### config.mk
export PLATFORM = sky130hd
export DESIGN_NAME = cla4_adder_reg
export DESIGN_NICKNAME = d
export VERILOG_FILES = /design/src/rtl/cla4_adder_reg.sv
export SDC_FILE = /design/constraint.sdc
export NUM_CORES = 1
export LEC_CHECK = 0
export ABC_CLOCK_PERIOD_IN_PS = 1400
export BUFFER_PORTS_ARGS = -buffer_cell sky130_fd_sc_hd__buf_4
export CORE_AREA = 3 3 40 42
export CTS_CLUSTER_DIAMETER = 60
export DETAILED_ROUTE_END_ITERATION = 8
export DIE_AREA = 0 0 43 45
export PLACE_DENSITY = 0.53
export RECOVER_POWER = 50
export SKIP_CTS_REPAIR_TIMING = 1
export SYNTH_ARGS = -nofsm -noshare
export SYNTH_HDL_FRONTEND = slang
export SYNTH_SLANG_ARGS = --single-unit
### constraint.sdc
create_clock -name clk -period 1.4 [get_ports clk]
set_input_delay 0.35 -clock clk [delete_from_list [all_inputs] [get_ports clk]]
set_output_delay 0.35 -clock clk [all_outputs]
set_load 0.01 [all_outputs]
### src/rtl/cla4_adder_reg.sv
// 4-bit carry-look-ahead adder with a one-cycle registered result.
// Every carry is a flat sum-of-products of generate/propagate terms, never rippled.
module cla4_adder_reg (
    input  logic clk,
    input  logic rst,
    input  logic in_valid,
    input  logic a0,
    input  logic a1,
    input  logic a2,
    input  logic a3,
    input  logic b0,
    input  logic b1,
    input  logic b2,
    input  logic b3,
    output logic s0,
    output logic s1,
    output logic s2,
    output logic s3,
    output logic c_out,
    output logic out_valid
);

    logic [3:0] a;
    logic [3:0] b;
    logic [3:0] g;
    logic [3:0] p;
    logic [4:0] c;
    logic [3:0] sum;

    assign a = {a3, a2, a1, a0};
    assign b = {b3, b2, b1, b0};

    assign g = a & b;
    assign p = a ^ b;

    // Carry-in is tied low, so c[0] contributes no terms to the higher carries.
    assign c[0] = 1'b0;
    assign c[1] = g[0];
    assign c[2] = g[1] | (p[1] & g[0]);
    assign c[3] = g[2] | (p[2] & g[1]) | (p[2] & p[1] & g[0]);
    assign c[4] = g[3] | (p[3] & g[2]) | (p[3] & p[2] & g[1])
                | (p[3] & p[2] & p[1] & g[0]);

    assign sum = p ^ c[3:0];

    // Handshake: no backpressure; a result appears with out_valid one edge
    // after in_valid, and the data registers hold while in_valid is low.
    always_ff @(posedge clk) begin
        if (rst) begin
            s0        <= 1'b0;
            s1        <= 1'b0;
            s2        <= 1'b0;
            s3        <= 1'b0;
            c_out     <= 1'b0;
            out_valid <= 1'b0;
        end else begin
            out_valid <= in_valid;
            if (in_valid) begin
                s0    <= sum[0];
                s1    <= sum[1];
                s2    <= sum[2];
                s3    <= sum[3];
                c_out <= c[4];
            end
        end
    end

endmodule

After elaboration in Yosys (flattened, before gate mapping)
Index checks and enable logic that the tools add are counted.

word-level totals
  bits of input ports = 11
  logic and storage cells = 24
  output and inout bits = 6
  bits in registers = 6

operators by class
  bitwise logic cells = 18

operators by type and width
  cell           number
  $and A1 B1 Y1  9
  $xor A4 B4 Y4  2
  $or A1 B1 Y1   6
  $and A4 B4 Y4  1

Longest topological paths before layout
Gate-level depths: netlist (run 1).

  depth in word-level cells = 5
  mapped depth = 6

Worst setup path after synthesis (run 1)
OpenSTA, ideal clock, no wires.

  path kind = in2reg
  start point = input port a2
  end point = register s3
  slack = -0.090 ns
  data arrival time = 1.395 ns
  library setup time = 0.095 ns
  stages on the path = 4
  cells stage by stage = ha_1 > and3_4 > or4_1 > o311ai_1

between the ends
  cells in the longest elaborated chain, start to end = 5
  elaborated cells between the ends (all ways) = 8
  classes of those cells = bitwise (8)

ends and longest elaborated chain
  item                                           RTL line  RTL
  start: declaration                             9         input logic a2,
  $xor A4 B4 Y4                                  34        assign p = a ^ b;
  $and A1 B1 Y1                                  40        assign c[3] = g[2] | (p[2] & g[1]) | (p[2] & p[1] & g[0]);
  $or A1 B1 Y1 or $and A1 B1 Y1 (tied branches)  40
  $or A1 B1 Y1 *                                 40
  $xor A4 B4 Y4 *                                44        assign sum = p ^ c[3:0];
  end signal: assignment                         62        s3 <= sum[3];
  end: declaration                               18        output logic s3,

Mark *: on every way between the ends. The rest lies on a longest branch, timed or not.
A chain may end at the register's enable or synchronous reset.

Final worst setup path (run 1)
Ends and elaborated chain as after synthesis.

==> results.txt, run 1 <==
The number of antenna violations at the first check in global routing came out at 0. Clock tree synthesis selected as its root buffer the cell clkbuf_4. The number of buffers on the longest clock path came out at 2.

Clock-pin slew was measured on the worst setup and hold paths at ~0.04 ns. The required time at the endpoint of the critical path came out at around 1.6 ns. The placeable core area is roughly 1300 um2.

Fill cells in the final layout number 146. The quantity of I/O buffers inserted on ports is 16. The biggest cell delay along the critical path is approximately 0.51 ns.

At the placement stage, the worst setup path has a slack of -0.1576 ns. The flow ran to the end, and the final reports show no timing, DRC or antenna violations. The number of maximum-capacitance constraint violations is 0. After global routing the overflow that remains totals 0. The total number of placement rows came out at 13. The peak fanout along the critical path is 3. The final setup skew came out at 0 ns.

The detailed-route wire length is between 600 and 700 um. The routability congestion estimate from global placement is about 0.62. The number of distinct standard cells referenced by the synthesized netlist is 18. Across every metal layer, demand over resource in global routing totals 0.08507. met1 is the most crowded layer. The die height is 45 um. Hold is met by around 0.33 ns.

The gate count after technology mapping came out at 35. The slowest stage of the critical path belongs to the cell or4_1. The top cell type's share of synthesized area came out at 0.3556. The number of enable flip-flop cells after synthesis is 0. Setup repair after global routing left no endpoint under its margin.

The final worst-path cycle share is 0.9361. The most frequent cell after synthesis is dfxtp_1. The combined buffer and inverter count along the critical path came out at 1. The leakage power total came out at roughly 0.00023 uW. For this configuration, the core starts out at a cell density of 0.2629. The headroom to the max-slew limit is 0.7213.

At the end of the flow, the number of nets in the layout was around 70. 17 I/O pins were placed. The residual antenna-violating net count after detailed routing is 0. The TritonCTS sink count is 6. Summed over all instances, the cell type with the most area after synthesis is dfxtp_1.

The number of failing hold endpoints at the final stage came to 0. The number of buffers added by the clock tree synthesis step is 3. Dividing the detail-routed via count by the number of cells gives 4.536. In this run the worst hold path is classified as in2reg. The area overhead of the layout relative to synthesis is 50.37%. Grouping stages by cell kind, the critical path spends the most delay in simple AND/OR/NAND/NOR gates. The type of origin of the critical path is an input pin. The register area came out at ~120 um2. The critical path goes through buf_4 > ha_4 > and3_4 > or4_1 > o311ai_1. VDD sags by at most 0.2134 mV. The average size of a mapped cell is just under 10 um2. After synthesis, the share of flip-flops with an asynchronous set or reset is 0. The post-synthesis register bit count came out at 6.

The clock latency at the later pin of the worst-skew pair came out at between 0.2 and 0.25 ns. The fraction of layout cells with a size suffix above 1 is 0.3519. The critical path is of the in2reg type.

The global routing usage on met3 is 0.03586. The primary flip-flop cell chosen by synthesis mapping is dfxtp_1. The fraction of the yosys area taken by sequential cells is 0.3556. In the synthesized netlist, the cells that appear most often are 6 x dfxtp_1, 5 x inv_1, 4 x ha_1, 4 x nor2_1. After synthesis the cells add up to 337.8 um2. TritonCTS built the clock tree. The number of global-route vias before repair is 247. The die covers just under 2000 um2.

The total of endpoints with negative setup slack in the final report came out at 0. The area of combinational cells with multiple inputs is 219.0 um2. The remaining routing DRC violations is 0.

The detailed router's first-iteration violation count came out at 1. The clock period could shrink to approximately 1.3 ns. In this run the number of H-tree levels came out at 1. The power density over cell area is about 900 nW/um2. After synthesis, the cell types taking the most area are dfxtp_1 36%, ha_1 15%, fa_1 5.9%. The first-pass detailed-route iteration total came out at 2. The detail-routed net length per standard cell came out at approximately 9.3 um. The met2 track utilization from global routing came out at 0.08683.

The via count is ~310. The worst setup path is captured at a flop. The met1 usage came out at 0.1114. Entering global routing, the biggest net connects 11 pins. The arrival time of data at the critical path endpoint came out at ~1.5 ns.

The fmax is about 760 MHz. The pin slew with the least headroom to its limit is ~0.42 ns. The first global-routing pass estimated 1097 um of wire. The repair_antennas step left the layout with diodes totalling 0. The horizontal extent of the die came out at ~43 um.

The number of warnings printed during yosys synthesis came out at 0. The max-slew violation count is 0. The half-perimeter wire length of the detailed placement result came out at approximately 540 um.

Setup slack on the critical path of the routed design comes to about 0.09 ns. Synthesis produced a netlist with a net count of just over 50.
## layout make-up
type | instances | area share
Multi-Input combinational cell | 23 | 0.4310
Sequential cell | 6 | 0.2365
Clock buffer | 3 | 0.04433
Tap cell | 15 | 0.03695
Timing Repair Buffer | 17 | 0.2143
Inverter | 5 | 0.03695
## per-stage QoR
step | util | instance area (um2) | total power (uW) | setup TNS [ns] | std cells
final | 0.3953 | 508.0 | 465.6 | 0 | 69
after global routing | 0.3953 | 508.0 | 508.0 | 0 | 69
after CTS | 0.4099 | 526.8 | 485.7 | 0 | 69
after detailed placement | 0.3924 | 504.2 | 320.6 | -0.2667 | 66
after global placement | 0.3924 | 504.2 | 320.7 | -0.2274 | 66
after floorplan | - | 362.8 | 257.2 | -0.003890 | 35
## layout by cell type, fill, tap and decap left out, drive strengths merged
master and instances:
dfxtp 6, mux2i 2, o21ai 2, a211oi 1, a21o 1, or4 1, nand2 1, clkbuf 8
nor2b 1, inv 5, and3 1, ha 4, buf 12, nor3b 1, o311ai 1, xnor2 1
nor2 4, fa 1, a311oi 1
## kinds of logic (layout without fill, tap and decap cells)
kind of cell             Yosys count  count (layout)  share of synthesized area
AO/OA/AOI/OAI                      6               6                     0.1297
XOR/XNOR                           1               1                    0.02593
adder cells (fa/ha/maj)            5               5                     0.2074
buffers and inverters              6              25                    0.07036
flip-flops                         6               6                     0.3556
multiplexers                       2               2                    0.05926
AND/OR/NAND/NOR                    9               9                     0.1519
## worst paths after layout
check / start / to / slack [ns] / depth (start not counted)
hold / removal: rst / out_valid$_SDFF_PP0_ / 0.33 / 2
setup reg to reg: s3$_SDFFE_PP0P_ / s3$_SDFFE_PP0P_ / 0.69 / 2
setup / recovery: a2 / s3$_SDFFE_PP0P_ / 0.09 / 5
hold reg to reg: s1$_SDFFE_PP0P_ / s1$_SDFFE_PP0P_ / 0.48 / 2
## report_power, final
| group | internal (uW) | switching [uW] | leakage, uW |
|---|---|---|---|
| registers | 186 | 6.72 | 0.0000497 |
| logic | 62.5 | 51.5 | 0.000165 |
| clock network | 96.9 | 61.8 | 0.0000138 |
## state kept, by name (all words and copies together), names as in the netlist
name	flops
c_out	1
s3	1
s0	1
out_valid	1
s1	1
s2	1
## worst reg2reg max path, stage by stage, from the launching register on
cell and delay [ns]:
dfxtp_1 0.33, inv_1 0.04, o311ai_1 0.24
## layer usage
| layer | vias to the layer above | wire length, um |
|---|---|---|
| met3 | 2 | 66 |
| met5 | - | 0 |
| met2 | 14 | 271 |
| li1 | 161 | - |
| met1 | 136 | 294 |
| met4 | 0 | 13 |
Note: power is estimated with default switching activity, not from simulation.
==> run 2: changes to the inputs <==
--- a/config.mk
+++ b/config.mk
@@ -5,13 +5,14 @@
 export SDC_FILE = /design/constraint.sdc
 export NUM_CORES = 1
 export LEC_CHECK = 0
+export ABC_AREA = 1
 export ABC_CLOCK_PERIOD_IN_PS = 1400
 export BUFFER_PORTS_ARGS = -buffer_cell sky130_fd_sc_hd__buf_4
 export CORE_AREA = 3 3 40 42
 export CTS_CLUSTER_DIAMETER = 60
 export DETAILED_ROUTE_END_ITERATION = 8
 export DIE_AREA = 0 0 43 45
-export PLACE_DENSITY = 0.53
+export PLACE_DENSITY = 0.55
 export RECOVER_POWER = 50
 export SKIP_CTS_REPAIR_TIMING = 1
 export SYNTH_ARGS = -nofsm -noshare
==> run 2 against run 1 <==
  * Non-clock buffer count stayed put
  * Area after synthesis is 5.2% higher
  * Count of clock-buffer cells in the layout stayed put
  * Synthesized cell count is 34% higher
  * Final cell count is 19% higher
  * Via count is 12% higher
==> results.txt, run 2 <==
The largest total area in the synthesized netlist belongs to dfxtp_1. The worst ir drop on vdd is 0.5239 mV (+150%). The fmax came out at 839.9 MHz (+10%). The average vias per placed instance is 4.256 (-6.2%). The residual antenna-violating net count after detailed routing was 0 (unchanged). The remaining routing DRC violations came to 0 (unchanged). The total of endpoints with negative setup slack in the final report came out at 0 (unchanged). The cell count of the worst reg-to-reg path came out at 2 (unchanged). In this run the critical register-to-register path is captured at c_out$_SDFFE_PP0P_. The number of buffers on the longest clock path is 2 (unchanged). The final setup skew came out at 0 ns (unchanged). The number of failing hold endpoints at the final stage is 0 (unchanged).

The number of enable flip-flop cells after synthesis came to 0 (unchanged). The commonest cells after synthesis are 9 x nor2_1, 8 x inv_1, 6 x dfxtp_1. The pin slew with the least headroom to its limit is 0.1550 ns (-0.2631 ns). The launching point of the worst reg2reg path is c_out$_SDFFE_PP0P_. Leaving out fill and tap cells, the most frequent cells in the layout are 13 x buf_4, 9 x inv_1, 9 x nor2_1, 6 x dfxtp_1, 5 x clkbuf_4. The number of maximum-capacitance constraint violations is 0 (unchanged). The clock latency at the later pin of the worst-skew pair came out at 0.24 ns (about the same). The depth of the CTS H-tree came out at 1 (unchanged). The sequential group share of total power came out at 0.405 (-0.009).

The post-synthesis register bit count came out at 6 (unchanged). In the synthesized netlist the dominant register cell turns out to be dfxtp_1. The CTS tree is done. The via count came out at 349 (+12%). The switching power came out at 127.5 uW (+6.2%). The worst setup path is captured at a flop. The number of primary I/O pins came to 17 (unchanged). Among all cell types in the netlist, the one instantiated most often is nor2_1.

The fraction of layout cells with a size suffix above 1 is 0.3134 (-0.03842). The cell area after synthesis is 355.3 um2 (+5.2%). Setup repair after global routing left no endpoint under its margin.

The detailed-route wire length came out at 718 um (+11%). The total number of placement rows was 13 (unchanged). The overall fraction of global-route tracks in use is 0.08667 (+0.001596). The max-slew violation count came out at 0 (unchanged).

The number of antenna violations at the first check in global routing is 0 (unchanged). The final cell area excluding filler cells came out at 514.2 um2 (+1.2%). The detail-routed net length per standard cell came out at 8.756 um (-6.3%). The area overhead of the layout relative to synthesis is 44.72%. The library cell used most frequently in the layout, excluding fill and tap cells, is buf_4.

The run finished with clean final reports. The gate count after technology mapping came out at 47 (+34%). The total overflow reported by the global router is 0 (unchanged). Yosys attributes the largest share of cell area to dfxtp_1 34%, ha_1 14%, nor2_1 9.5%. The launch point of the worst hold path is rst.

The power density over cell area came out at 919.9 nW/um2 (+0.36%). The global-route wire length before repair came out at 1214 um (+11%). The clock period minus final worst setup slack is 1.191 ns (-0.1200 ns).

The die area came to 1935 um2 (unchanged). The fraction of the yosys area taken by sequential cells came out at 0.3380 (-0.01753). The average size of a mapped cell was 7.560 um2 (-22%). The leakage power total is 0.0002778 uW (+22%). The number of nets at the end of the flow is 85 (+18%). The number of global-route vias before repair is 328 (+33%). The share of power burned in the clock network came out at 0.334 (-0.007). The quantity of I/O buffers inserted on ports is 16 (unchanged). The final worst-path cycle share is 0.8504 (-0.08573). The peak fanout along the critical path is 2 (-1).

The TritonCTS sink count came out at 6 (unchanged). The cell-internal power is 345.6 uW (about the same). The net switching share of the total power is 0.2694 (+0.01161).

The top cell type's share of synthesized area is 0.3380 (-0.01753). The arrival time of data at the critical path endpoint is 1.33 ns (-0.13 ns). The detailed router's first-iteration violation count is 6 (+5).

The post-CTS clock slew at the launch and capture registers of the worst setup and hold paths came out at 0.05 ns (about the same). The die height is 45 um (unchanged). The number of buffers added by the clock tree synthesis step is 3 (unchanged). The first-pass detailed-route iteration total is 4 (+2). The headroom to the max-slew limit is 0.8956 (+0.1743). The worst hold path terminates at out_valid$_SDFF_PP0_. The clock tree root buffer cell is clkbuf_4. The horizontal extent of the die is 43 um (unchanged). The worst setup path is launched from an input pin. The routability congestion estimate from global placement came to 0.6996 (+12%). The number of distinct standard cells referenced by the synthesized netlist is 14 (-4). The instance area after placement is 501.7 um2 (-0.50%).

The starting utilization of the core area came to 0.2765 (+0.01363). The half-perimeter wire length of the detailed placement result is 599.4 um (+12%). The share of flip-flops with an asynchronous set or reset came out at 0 (unchanged). The number of diodes is 0 (unchanged). The relative contribution of combinational cells to total power is 0.261 (+0.016). The min-delay analysis places its worst path in the category in2reg. The worst setup path is of the in2reg kind.

The largest net degree at the start of global routing is 9 (-2). The required time at the endpoint of the critical path was 1.54 ns (about the same). The setup slack on the worst flop-to-flop path came to 0.76 ns (+0.07 ns).

The smallest hold slack came out at 0.2914 ns (-0.03687 ns). The placeable core area came out at 1285 um2 (unchanged). The minimum setup slack after placement was -0.04512 ns (+0.1125 ns). The number of warnings printed during yosys synthesis came out at 0 (unchanged).

The final setup slack of the worst path is 0.2094 ns (+0.1200 ns). The number of cells on the worst hold path came out at 2 (unchanged). The synthesized net count is 63 (+24%).
[run 2: routing by layer]
layer  vias to the layer above  GRT usage  part of all wire
li1                        189          -                 -
met1                       149    0.09662              0.42
met2                        11     0.1287              0.49
met3                         0    0.05976             0.088
met4                         0    0.03614                 0
met5                         -          0                 0
[run 2: critical path: stages]
cell and delay, ns:
clkbuf_4 0.10, ha_1 0.15, inv_1 0.05, fa_1 0.37, xnor2_1 0.14, o21ai_1 0.12
inv_1 0.04
[run 2: logic make-up after synthesis]
logic type | share of synthesized area
xor gates and xnor gates | 0.02465
DFF | 0.3380
buffers and inverters | 0.1056
and+or+nand+nor | 0.2359
adders and majority gates | 0.1972
AOI/OAI and AO/OA | 0.09855
[run 2: worst max-delay path by stage]
stage / from / to / slack, ns / cells past startpoint
2_1_floorplan: a0 / s2$_SDFFE_PP0P_ / 0.09 / 6
3_3_place_gp: a0 / s2$_SDFFE_PP0P_ / -0.01 / 7
3_5_place_dp: a0 / s2$_SDFFE_PP0P_ / -0.05 / 7
4_1_cts: a0 / s2$_SDFFE_PP0P_ / 0.22 / 7
5_1_grt: a0 / s2$_SDFFE_PP0P_ / 0.16 / 7
6_report: a0 / s2$_SDFFE_PP0P_ / 0.21 / 7
[run 2: metrics by stage]
step / utilization / total power (uW) / setup TNS [ns] / cells
after floorplan: - / 264.7 / 0 / 47
after global routing: 0.4002 / 518.4 / 0 / 82
final: 0.4002 / 473.1 / 0 / 82
after detailed placement: 0.3905 / 325.8 / -0.04512 / 79
after global placement: 0.3905 / 324.1 / -0.01298 / 79
after CTS: 0.4080 / 489.9 / 0 / 82
[run 2: final cells by class]
| cell class | instances | area [um2] |
|---|---|---|
| fill | 158 | 770.7 |
| multi-input combinational | 31 | 195.2 |
| sequential | 6 | 120.1 |
| timing repair buffer | 17 | 120.1 |
| inverter | 10 | 37.54 |
| clock buffer | 3 | 22.52 |
| tap | 15 | 18.77 |
[run 2: power by group through the flow]
stage / combinational, uW / sequential (uW) / clock, uW
global route: 140 / 193 / 185
finish: 123 / 192 / 158
detailed placement: 131 / 195 / 0
global placement: 129 / 195 / 0
CTS: 131 / 192 / 167
floorplan: 63.3 / 201 / 0
==> run 3: changes to the inputs <==
--- a/config.mk
+++ b/config.mk
@@ -9,10 +9,9 @@
 export ABC_CLOCK_PERIOD_IN_PS = 1400
 export BUFFER_PORTS_ARGS = -buffer_cell sky130_fd_sc_hd__buf_4
 export CORE_AREA = 3 3 40 42
-export CTS_CLUSTER_DIAMETER = 60
 export DETAILED_ROUTE_END_ITERATION = 8
 export DIE_AREA = 0 0 43 45
-export PLACE_DENSITY = 0.55
+export PLACE_DENSITY = 0.61
 export RECOVER_POWER = 50
 export SKIP_CTS_REPAIR_TIMING = 1
 export SYNTH_ARGS = -nofsm -noshare
==> constraint.sdc (replaced) <==
create_clock -name clk -period 1.4 [get_ports clk]
set_input_delay 0.35 -clock clk [delete_from_list [all_inputs] [get_ports clk]]
set_output_delay 0.35 -clock clk [all_outputs]
set_load 0.005 [all_outputs]
==> run 3 against run 2 <==
  * Design area increased by 1.5%
  * Global-route usage decreased by 0.14 points
  * Sequential share of layout area decreased by 0.34 points
  * Worst setup slack about the same
  * Via count decreased by 1.4%
  * First-iteration DRC count increased by 50%
  * Maximum frequency about the same
  * Count of clock-buffer cells in the layout unchanged
  * Clock skew unchanged
  * Combinational power about the same
  * Critical path type unchanged
  * Largest power group unchanged
==> results.txt, run 3 (same netlist as run 2, synthesis figures left out) <==
The final setup skew came to 0 ns (unchanged). The headroom to the max-slew limit is 0.8891 (-0.006458). The placeable core area is 1285 um2 (unchanged). The horizontal extent of the die came out at 43 um (unchanged). The average vias per placed instance is 4.195 (-1.4%). The number of diodes is 0 (unchanged). The largest net degree at the start of global routing is 9 (unchanged). The number of primary I/O pins is 17 (unchanged).

The die height came out at 45 um (unchanged). Clock tree synthesis selected as its root buffer the cell clkbuf_4. The global routing usage on met3 is 0.05976 (unchanged). In the layout the commonest cells are 13 x buf_4, 9 x inv_1, 9 x nor2_1, 7 x clkbuf_4, 6 x dfxtp_1. The final total power came out at 463.9 uW (-1.9%).

The relative contribution of combinational cells to total power is 0.258 (-0.003). The number of failing hold endpoints at the final stage is 0 (unchanged). The number of buffers added by the clock tree synthesis step is 3 (unchanged).

The starting utilization of the core area is 0.2765 (unchanged). The die area is 1935 um2 (unchanged). From synthesis to final layout, the design area changed by 46.83%.

The leakage power total was 0.0002847 uW (+2.5%). The fraction of layout cells with a size suffix above 1 is 0.3433 (+0.02985). The number of global-route vias before repair is 325 (-0.91%). The first-pass detailed-route iteration total is 3 (-1). The arrival time of data at the critical path endpoint is 1.32 ns (about the same). The slowest library cell on the worst path is fa_1. The worst setup path is captured at a flop. The sequential group share of total power came out at 0.414 (+0.009). The total number of placement rows came to 13 (unchanged). The max-slew violation count was 0 (unchanged).

The depth of the CTS H-tree is 1 (unchanged). The cell-internal power came out at 347.6 uW (+0.58%). The remaining routing DRC violations came out at 0 (unchanged).

The switching power is 116.2 uW (-8.8%). The critical path goes through clkbuf_4 > ha_1 > inv_1 > fa_1 > xnor2_1 > o21ai_1 > inv_1. The post-CTS clock slew at the launch and capture registers of the worst setup and hold paths is 0.04 ns (about the same). The final worst-path cycle share was 0.8504 (about the same). The detailed router's first-iteration violation count is 9 (+3). The share of power burned in the clock network came to 0.328 (-0.006). The clock latency at the later pin of the worst-skew pair is 0.24 ns (about the same).

The global-route wire length before repair is 1186 um (-2.3%). On the critical path the largest part of the delay comes from adder cells. The TritonCTS sink count came to 6 (unchanged).

The overall fraction of global-route tracks in use is 0.08528 (-0.001382). The smallest hold slack is 0.3019 ns (+0.01058 ns). The power density over cell area came out at 889.0 nW/um2 (-3.4%). The most repeated library cell on the critical path is inv_1. The worst ir drop on vdd came out at 0.4780 mV (-8.8%). The quantity of I/O buffers inserted on ports is 16 (unchanged).

The routability congestion estimate from global placement came out at 0.7784 (+11%). The global routing stage identified its most utilized layer as met2. The number of maximum-capacitance constraint violations came out at 0 (unchanged). Setup repair after global routing left no endpoint under its margin.

The clock period minus final worst setup slack is 1.191 ns (+0.000007000 ns). The required time at the endpoint of the critical path came out at 1.53 ns (about the same). The residual antenna-violating net count after detailed routing came out at 0 (unchanged). The total overflow reported by the global router is 0 (unchanged).

The pin slew with the least headroom to its limit came out at 0.1664 ns (+0.01133 ns). TritonCTS built the clock tree. The detailed-route wire length came to 669 um (-6.8%). The path class of the tightest hold or removal check is in2reg. The met2 track utilization from global routing came out at 0.1317 (+0.002994). The fmax came out at 839.9 MHz (about the same). The number of antenna violations at the first check in global routing is 0 (unchanged). The total of endpoints with negative setup slack in the final report came to 0 (unchanged). The biggest cell delay along the critical path is 0.37 ns (about the same).

The detail-routed net length per standard cell is 8.159 um (-6.8%). The worst setup path is launched from an input pin. The number of buffers on the longest clock path is 2 (unchanged). The net switching share of the total power is 0.2506 (-0.01885).

The most common library cell in the layout ignoring fill and taps is buf_4. The peak fanout along the critical path came to 2 (unchanged). The via count is 344 (-1.4%). The flow ran to the end, and the final reports show no timing, DRC or antenna violations. The number of nets at the end of the flow is 85 (unchanged). The half-perimeter wire length of the detailed placement result is 597 um (-0.40%). The combined buffer and inverter count along the critical path is 3 (unchanged). The critical path in this run is classified as in2reg. The met1 usage came out at 0.09756 (+0.0009426).
run 3: cell counts in the layout (fill, tap and decap cells not counted):
Identical to the previous run, type by type.
run 3: cell type report:
cell class / instances / area [um2]
Fill cell: 151 / 763.2
Multi-Input combinational cell: 31 / 195.2
Timing Repair Buffer: 17 / 127.6
Sequential cell: 6 / 120.1
Inverter: 10 / 37.54
Clock buffer: 3 / 22.52
Tap cell: 15 / 18.77
run 3: per-stage QoR:
| stage | std cells | TNS, ns | setup slack [ns] | instance area, um2 | utilization |
|---|---|---|---|---|---|
| 2_1_floorplan | 47 | 0 | 0.09300 | 355.3 | - |
| 3_3_place_gp | 79 | -0.0002076 | -0.0002076 | 501.7 | 0.3905 |
| 3_5_place_dp | 79 | -0.02533 | -0.02533 | 501.7 | 0.3905 |
| 4_1_cts | 82 | 0 | 0.2291 | 524.3 | 0.4080 |
| 5_1_grt | 82 | 0 | 0.09704 | 521.8 | 0.4060 |
| 6_report | 82 | 0 | 0.2094 | 521.8 | 0.4060 |
run 3: power by group through the flow:
| stage | Combinational (uW) | Clock (uW) | Sequential, uW |
|---|---|---|---|
| finish | 120 | 152 | 192 |
| CTS | 124 | 159 | 192 |
| detailed placement | 124 | 0 | 195 |
| global placement | 123 | 0 | 195 |
| global route | 138 | 179 | 193 |
| floorplan | 63.3 | 0 | 196 |
run 3: path summary, 6_finish.rpt:
| kind | startpoint | end | slack [ns] | cells past startpoint |
|---|---|---|---|---|
| worst max register to register | s2$_SDFFE_PP0P_ | s2$_SDFFE_PP0P_ | 0.76 | 4 |
| worst max-delay path | a0 | s2$_SDFFE_PP0P_ | 0.21 | 7 |
| worst min register to register | s0$_SDFFE_PP0P_ | s0$_SDFFE_PP0P_ | 0.49 | 2 |
| worst min-delay path | rst | out_valid$_SDFF_PP0_ | 0.30 | 2 |
run 3: worst reg2reg max path, cell delays in order, from the launching register on:
cell and delay, ns:
dfxtp_1 0.31, nor2_1 0.08, nor2_1 0.04, o21ai_1 0.06, inv_1 0.04
run 3: routing by layer:
layer  part of all wire  vias up
met1               0.45      144
li1                   -      189
met2               0.46       11
met3              0.087        0
met4                  0        0
met5                  0        -
